**config.mk**
```make
export PLATFORM = sky130hd
export DESIGN_NAME = audio_dac_serializer
export DESIGN_NICKNAME = d
export VERILOG_FILES = /design/src/rtl/audio_pkg.sv /design/src/rtl/audio_sample_fifo.sv /design/src/rtl/audio_dac_serializer.sv
export SDC_FILE = /design/constraint.sdc
export NUM_CORES = 2
export LEC_CHECK = 0
export ABC_AREA = 1
export CORE_ASPECT_RATIO = 2
export CORE_MARGIN = 1
export CORE_UTILIZATION = 63
export DETAILED_ROUTE_END_ITERATION = 7
export PLACE_DENSITY = 0.8
export SLEW_MARGIN = 0
export SYNTH_ARGS = -nofsm -noshare
export SYNTH_HDL_FRONTEND = slang
export SYNTH_SLANG_ARGS = --single-unit
```
**constraint.sdc**
```tcl
create_clock -name clk_clk -period 3.4 [get_ports clk_clk]
set_clock_uncertainty 0.05 [all_clocks]
set_input_delay 0.51 -clock clk_clk [delete_from_list [all_inputs] [get_ports clk_clk]]
set_output_delay 0.51 -clock clk_clk [all_outputs]
set_load 0.01 [all_outputs]
```
**src/rtl/audio_pkg.sv**
```systemverilog
// Shared types and constants for the audio codec datapaths (DAC playback, ADC capture).
package audio_pkg;

  localparam int SAMPLE_W  = 16;
  localparam int WORD_W    = 2 * SAMPLE_W;
  // Bit counter covers the delay slot, SAMPLE_W data bits and one "done" value.
  localparam int BIT_CNT_W = $clog2(SAMPLE_W + 2);

  typedef struct packed {
    logic [SAMPLE_W-1:0] left;
    logic [SAMPLE_W-1:0] right;
  } stereo_sample_t;

  typedef enum logic [1:0] {
    ST_IDLE,
    ST_ARMED,
    ST_LEFT,
    ST_RIGHT
  } dac_state_t;

endpackage

```
**src/rtl/audio_sample_fifo.sv**
```systemverilog
// Synchronous show-ahead FIFO with registered level/empty/full flags.
module audio_sample_fifo #(
  parameter int WIDTH = 32,
  parameter int DEPTH = 64
) (
  input  logic                       clk,
  input  logic                       rst_n,
  input  logic                       wr_en_i,
  input  logic [WIDTH-1:0]           wr_data_i,
  input  logic                       rd_en_i,
  output logic [WIDTH-1:0]           rd_data_o,
  output logic [$clog2(DEPTH):0]     level_o,
  output logic                       empty_o,
  output logic                       full_o
);

  localparam int AW = $clog2(DEPTH);
  localparam logic [AW:0] FULL_LVL = (AW+1)'(DEPTH);

  logic [WIDTH-1:0] mem_q [DEPTH];
  logic [AW-1:0]    wr_ptr_q, rd_ptr_q;
  logic [AW:0]      level_q, level_d;
  logic             empty_q, full_q;
  logic             push, pop;

  assign push = wr_en_i && !full_q;
  assign pop  = rd_en_i && !empty_q;

  // NOTE: every variable written in always_comb gets a default first, so no latch is inferred.
  always_comb begin
    level_d = level_q;
    if (push && !pop)      level_d = level_q + 1'b1;
    else if (pop && !push) level_d = level_q - 1'b1;
  end

  // NOTE: sequential state uses non-blocking assignments so all registers update together.
  always_ff @(posedge clk or negedge rst_n) begin
    if (!rst_n) begin
      wr_ptr_q <= '0;
      rd_ptr_q <= '0;
      level_q  <= '0;
      empty_q  <= 1'b1;
      full_q   <= 1'b0;
    end else begin
      if (push) wr_ptr_q <= wr_ptr_q + 1'b1;
      if (pop)  rd_ptr_q <= rd_ptr_q + 1'b1;
      level_q <= level_d;
      empty_q <= (level_d == '0);
      full_q  <= (level_d == FULL_LVL);
    end
  end

  // NOTE: storage is deliberately not reset; the pointers and flags alone define validity.
  always_ff @(posedge clk) begin
    if (push) mem_q[wr_ptr_q] <= wr_data_i;
  end

  assign rd_data_o = mem_q[rd_ptr_q];
  assign level_o   = level_q;
  assign empty_o   = empty_q;
  assign full_o    = full_q;

endmodule

```
**src/rtl/audio_dac_serializer.sv**
```systemverilog
// I2S playback serializer for the WM8731 DAC: FIFO-buffered stereo words shifted out
// MSB-first, slaved to codec bclk/daclrc sampled in the system clock domain.
module audio_dac_serializer
  import audio_pkg::*;
#(
  parameter int FIFO_DEPTH = 64
) (
  input  logic                           clk_clk,
  input  logic                           reset_reset_n,
  input  logic                           enable,
  input  logic [WORD_W-1:0]              wr_data,
  input  logic                           wr_valid,
  output logic                           wr_ready,
  output logic [$clog2(FIFO_DEPTH):0]    fifo_level,
  output logic                           dacfifo_empty,
  output logic [15:0]                    underrun_count,
  input  logic                           clr_underrun,
  input  logic                           bclk,
  input  logic                           daclrc,
  output logic                           dacdat
);

  localparam logic [BIT_CNT_W-1:0] LAST_BIT = BIT_CNT_W'(SAMPLE_W);

  // [0],[1] synchronize the pin; [2] is the previous value for edge detection.
  logic [2:0] bclk_pipe_q, lrc_pipe_q;
  logic       bclk_fall, lrc_fall, lrc_rise;

  always_ff @(posedge clk_clk or negedge reset_reset_n) begin
    if (!reset_reset_n) begin
      bclk_pipe_q <= '0;
      lrc_pipe_q  <= '0;
    end else begin
      bclk_pipe_q <= {bclk_pipe_q[1:0], bclk};
      lrc_pipe_q  <= {lrc_pipe_q[1:0], daclrc};
    end
  end

  assign bclk_fall =  bclk_pipe_q[2] && !bclk_pipe_q[1];
  assign lrc_fall  =  lrc_pipe_q[2]  && !lrc_pipe_q[1];
  assign lrc_rise  = !lrc_pipe_q[2]  &&  lrc_pipe_q[1];

  dac_state_t           state_q;
  logic [SAMPLE_W-1:0]  shift_q, hold_q;
  logic [BIT_CNT_W-1:0] bit_cnt_q;
  logic                 bit_q, dacdat_q;
  logic                 in_channel, load_left, load_right, shifting;

  stereo_sample_t       fifo_head;
  logic                 fifo_empty, fifo_full;

  audio_sample_fifo #(
    .WIDTH ($bits(stereo_sample_t)),
    .DEPTH (FIFO_DEPTH)
  ) u_fifo (
    .clk       (clk_clk),
    .rst_n     (reset_reset_n),
    .wr_en_i   (wr_valid),
    .wr_data_i (wr_data),
    .rd_en_i   (load_left),
    .rd_data_o (fifo_head),
    .level_o   (fifo_level),
    .empty_o   (fifo_empty),
    .full_o    (fifo_full)
  );

  // An LR edge outranks a coincident bclk fall: the channel restarts, truncating any
  // unsent bits, and that bclk fall is not counted as the delay slot.
  assign in_channel = (state_q == ST_LEFT) || (state_q == ST_RIGHT);
  assign load_left  = enable && lrc_fall && ((state_q == ST_ARMED) || (state_q == ST_RIGHT));
  assign load_right = enable && lrc_rise && (state_q == ST_LEFT);
  assign shifting   = enable && bclk_fall && in_channel;

  always_ff @(posedge clk_clk or negedge reset_reset_n) begin
    if (!reset_reset_n) begin
      state_q   <= ST_IDLE;
      shift_q   <= '0;
      hold_q    <= '0;
      bit_cnt_q <= '0;
      bit_q     <= 1'b0;
      dacdat_q  <= 1'b0;
    end else begin
      dacdat_q <= enable && in_channel && bit_q;
      if (!enable) begin
        state_q <= ST_IDLE;
        bit_q   <= 1'b0;
      end else if (load_left) begin
        state_q   <= ST_LEFT;
        shift_q   <= fifo_empty ? '0 : fifo_head.left;
        hold_q    <= fifo_empty ? '0 : fifo_head.right;
        bit_cnt_q <= '0;
        bit_q     <= 1'b0;
      end else if (load_right) begin
        state_q   <= ST_RIGHT;
        shift_q   <= hold_q;
        bit_cnt_q <= '0;
        bit_q     <= 1'b0;
      end else if (state_q == ST_IDLE) begin
        state_q <= ST_ARMED;
      end else if (shifting) begin
        if (bit_cnt_q == '0) begin
          bit_cnt_q <= bit_cnt_q + 1'b1;
          bit_q     <= 1'b0;
        end else if (bit_cnt_q <= LAST_BIT) begin
          bit_cnt_q <= bit_cnt_q + 1'b1;
          bit_q     <= shift_q[SAMPLE_W-1];
          shift_q   <= {shift_q[SAMPLE_W-2:0], 1'b0};
        end else begin
          bit_q <= 1'b0;
        end
      end
    end
  end

  logic [15:0] underrun_cnt_q, underrun_cnt_d;

  always_comb begin
    underrun_cnt_d = underrun_cnt_q;
    if (clr_underrun)
      underrun_cnt_d = '0;
    else if (load_left && fifo_empty && (underrun_cnt_q != 16'hFFFF))
      underrun_cnt_d = underrun_cnt_q + 1'b1;
  end

  always_ff @(posedge clk_clk or negedge reset_reset_n) begin
    if (!reset_reset_n) underrun_cnt_q <= '0;
    else                underrun_cnt_q <= underrun_cnt_d;
  end

  assign wr_ready       = !fifo_full;
  assign dacfifo_empty  = fifo_empty;
  assign underrun_count = underrun_cnt_q;
  assign dacdat         = dacdat_q;

endmodule

```
==> flow_summary.yaml <==
status:
  status: "finished, final reports clean"
synth:
  synth_area_leaders: "edfxtp_1 (71%), nand2_1 (6.7%), nor2_1 (5.5%)"
  avgSynthCellArea_um2: 11.52
  yosys.cell_types.count: 34
  synth_warnings: 0
  syn_inst: 7558
  syn-num-nets: 7604
  yosysTopAreaCell: "edfxtp_1"
  syn_area_um2: 87040
  ys_ff_latch: 2132
  synth_top_area_frac: 0.7065
  yosysSeqAreaShare: 0.7307
critical_path:
  critPathLaunchType: "register"
  crit_path_end_kind: "register"
  arrival_ns: 4.00
  crit_fanout: 57
  crit_type: "reg -> reg"
  crit_required_ns: 4.09
placement:
  place_area_um2: 91420
  dp_hpwl_mm: 144.7
  place.port_buffers: 64
  dp.cells: 9180
  gp_congestion: 0.9423
floorplanning:
  rows: 192
  die_width_um: 264.8
  num_io_pins: 65
  die-area_um2: 139700
  die_h_um: 527.7
  design.core.area_um2: 136900
  start_util: 0.6357
timing:
  max_freq_ghz: 0.3021
  hold_violations: 0
  report.final.slew_viol_count: 0
  tightest_slew_ns: 1.119
  fin_tns_setup_ns: 0
  min_period_ns: 3.310
  min_period_over_period: 0.9736
  slew_headroom: 0.2539
  finalSetupViolCount: 0
  rsz0062_at_grt: "no"
pwr:
  power.total_mw: 78.85
  peakVddDrop_uv: 741.1
  p_leak_nw: 34.84
  p_per_area_nw_per_um2: 811.2
clock_network:
  root_buffer: "clkbuf_16"
  cts-htree-levels: 4
  cts.clk_slew.worst_paths_ns: 0.07
  cts_buffer_depth: 3
  cts_tree: "yes"
  clock_latency_ns: 0.83
  clock_sinks: 2132
  cts_setup_buffers: 0
  cts_buffers: 173
final_layout:
  finalCoreUtilization: 0.7098
  most-common-layout-cells: "edfxtp_1 (2048), nand2_1 (1547), nor2_1 (1206), o21ai_0 (708), nand3_1 (617)"
  syn_to_final_growth_pct: 11.66
  drive_gt1_frac: 0.08401
  final_nets: 7657
  final_cells: 9497
  stdcell_area_um2: 97190
  layout_commonest_cell: "edfxtp_1"
global_route:
  antenna_found_initial: 7
  grt_pass1_vias: 59590
  grt_start_max_net_pins: 180
  grt_usage: 0.3482
  grt_overflow: 0
  grt_pass1_wl_mm: 355.4
detailed_routing:
  drc: 0
  vias: 59530
  drt_iter0_drc: 7280
  wl_per_cell_um: 25.50
  ant_nets: 0
  via_per_inst: 6.268
  routed_wl_mm: 242.2
  firstDrtPassIters: 8
job:
  cap_viol_max_count: 0
worst_hold_path:
  holdCritPathClass: "in -> reg"
-- through the flow --
| stage | worst slack (ns) | hold WS (ns) |
|---|---|---|
| floorplan | 0.2529 | 0.1644 |
| global placement | 0.3883 | 0.2839 |
| detailed placement | 0.3570 | 0.3070 |
| CTS | 0.3210 | 0.002493 |
| global route | 0.06201 | 0.02418 |
| finish | 0.08979 | 0.03369 |
-- metal layers --
layer	part of all wire	vias to the layer above	global-route usage	wire length, um
met5	0.00011	-	0	26
met4	0.092	4	0.2917	22240
met3	0.082	986	0.04573	19900
met2	0.51	3632	0.6002	123900
met1	0.31	28720	0.3822	76180
li1	-	26190	-	-
-- cell usage after synthesis, drive strengths merged --
master	count
nand3b	2
nor3b	1
nor2	1275
dfrtp	83
nand2	1549
clkbuf	228
o211ai	137
a31oi	2
or2	16
nor3	10
nand4	8
o21a	3
o22ai	32
xor2	17
nor4	3
edfxtp	2048
buf	215
a21oi	186
o21ai	733
a211oi	1
inv	384
dfstp	1
nand3	617
ha	7
-- area by class of cell --
| class | instances | area, um^2 |
|---|---|---|
| clock inverter | 117 | 1272 |
| timing repair buffer | 321 | 3598 |
| fill | 8800 | 39740 |
| clock buffer | 196 | 4478 |
| multi-input combinational | 4599 | 20570 |
| antenna | 2 | 5.005 |
| inverter | 384 | 1470 |
| tap | 1746 | 2185 |
| sequential | 2132 | 63610 |
-- repair_timing --
action | CTS | global route
resized for setup | 0 | 0
hold buffers | 2 | 0
endpoints found under the setup margin | 0 | 0
endpoints found under the hold margin | 56 | 0
-- path summary, 6_finish.rpt --
path                       cells after the start  slack [ns]                              to                           start
min in group asynchronous                      2        0.28     u_fifo.level_o[3]$_DFF_PN0_                   reset_reset_n
max                                           11        0.09          hold_q[15]$_DFFE_PN0P_  u_fifo.rd_ptr_q[0]$_DFFE_PN0P_
max in group asynchronous                      4        2.18   underrun_count[9]$_DFFE_PN0P_                   reset_reset_n
max reg2reg                                   11        0.09          hold_q[15]$_DFFE_PN0P_  u_fifo.rd_ptr_q[0]$_DFFE_PN0P_
min                                            1        0.03  u_fifo.mem_q[12][16]$_DFFE_PP_                     wr_data[16]
min reg2reg                                    0        0.32         lrc_pipe_q[1]$_DFF_PN0_         lrc_pipe_q[0]$_DFF_PN0_
-- power breakdown --
group | switching (mW) | total, mW | leakage (nW) | internal (mW)
sequential | 0.589 | 30.6 | 19.5 | 30.0
clock | 9.19 | 20.6 | 2.82 | 11.4
combinational | 20.0 | 27.7 | 12.6 | 7.66
-- kinds of logic after synthesis --
logic type               count (synthesis)  share of synthesized area
buffers and inverters                  827                    0.03868
AO/OA/AOI/OAI                         1094                    0.06749
adder cells (fa/ha/maj)                  7                   0.001006
flip-flops                            2132                     0.7307
AND/OR/NAND/NOR                       3481                     0.1604
XOR/XNOR                                17                   0.001711
-- worst max-delay path: stages (launching register included) --
cell     delay (ns)
dfrtp_4        0.63
inv_8          0.34
buf_12         0.31
buf_4          0.37
o21ai_0        0.16
a21oi_1        0.53
nor2_1         0.10
nand2_1        0.15
nand3_1        0.16
nand2_1        0.11
nand2_1        0.05
nand2_1        0.07
-- flip-flops by register name (all words and copies together) (netlist names) --
register         cells
state_q              2
shift_q             16
bit_cnt_q            5
u_fifo.wr_ptr_q      6
u_fifo.rd_ptr_q      6
bclk_pipe_q          3
u_fifo.mem_q      2048
u_fifo.empty_o       1
bit_q                1
dacdat               1
underrun_count      16
u_fifo.full_o        1
hold_q              16
lrc_pipe_q           3
u_fifo.level_o       7
No activity file was read; power rests on OpenSTA's default activity.
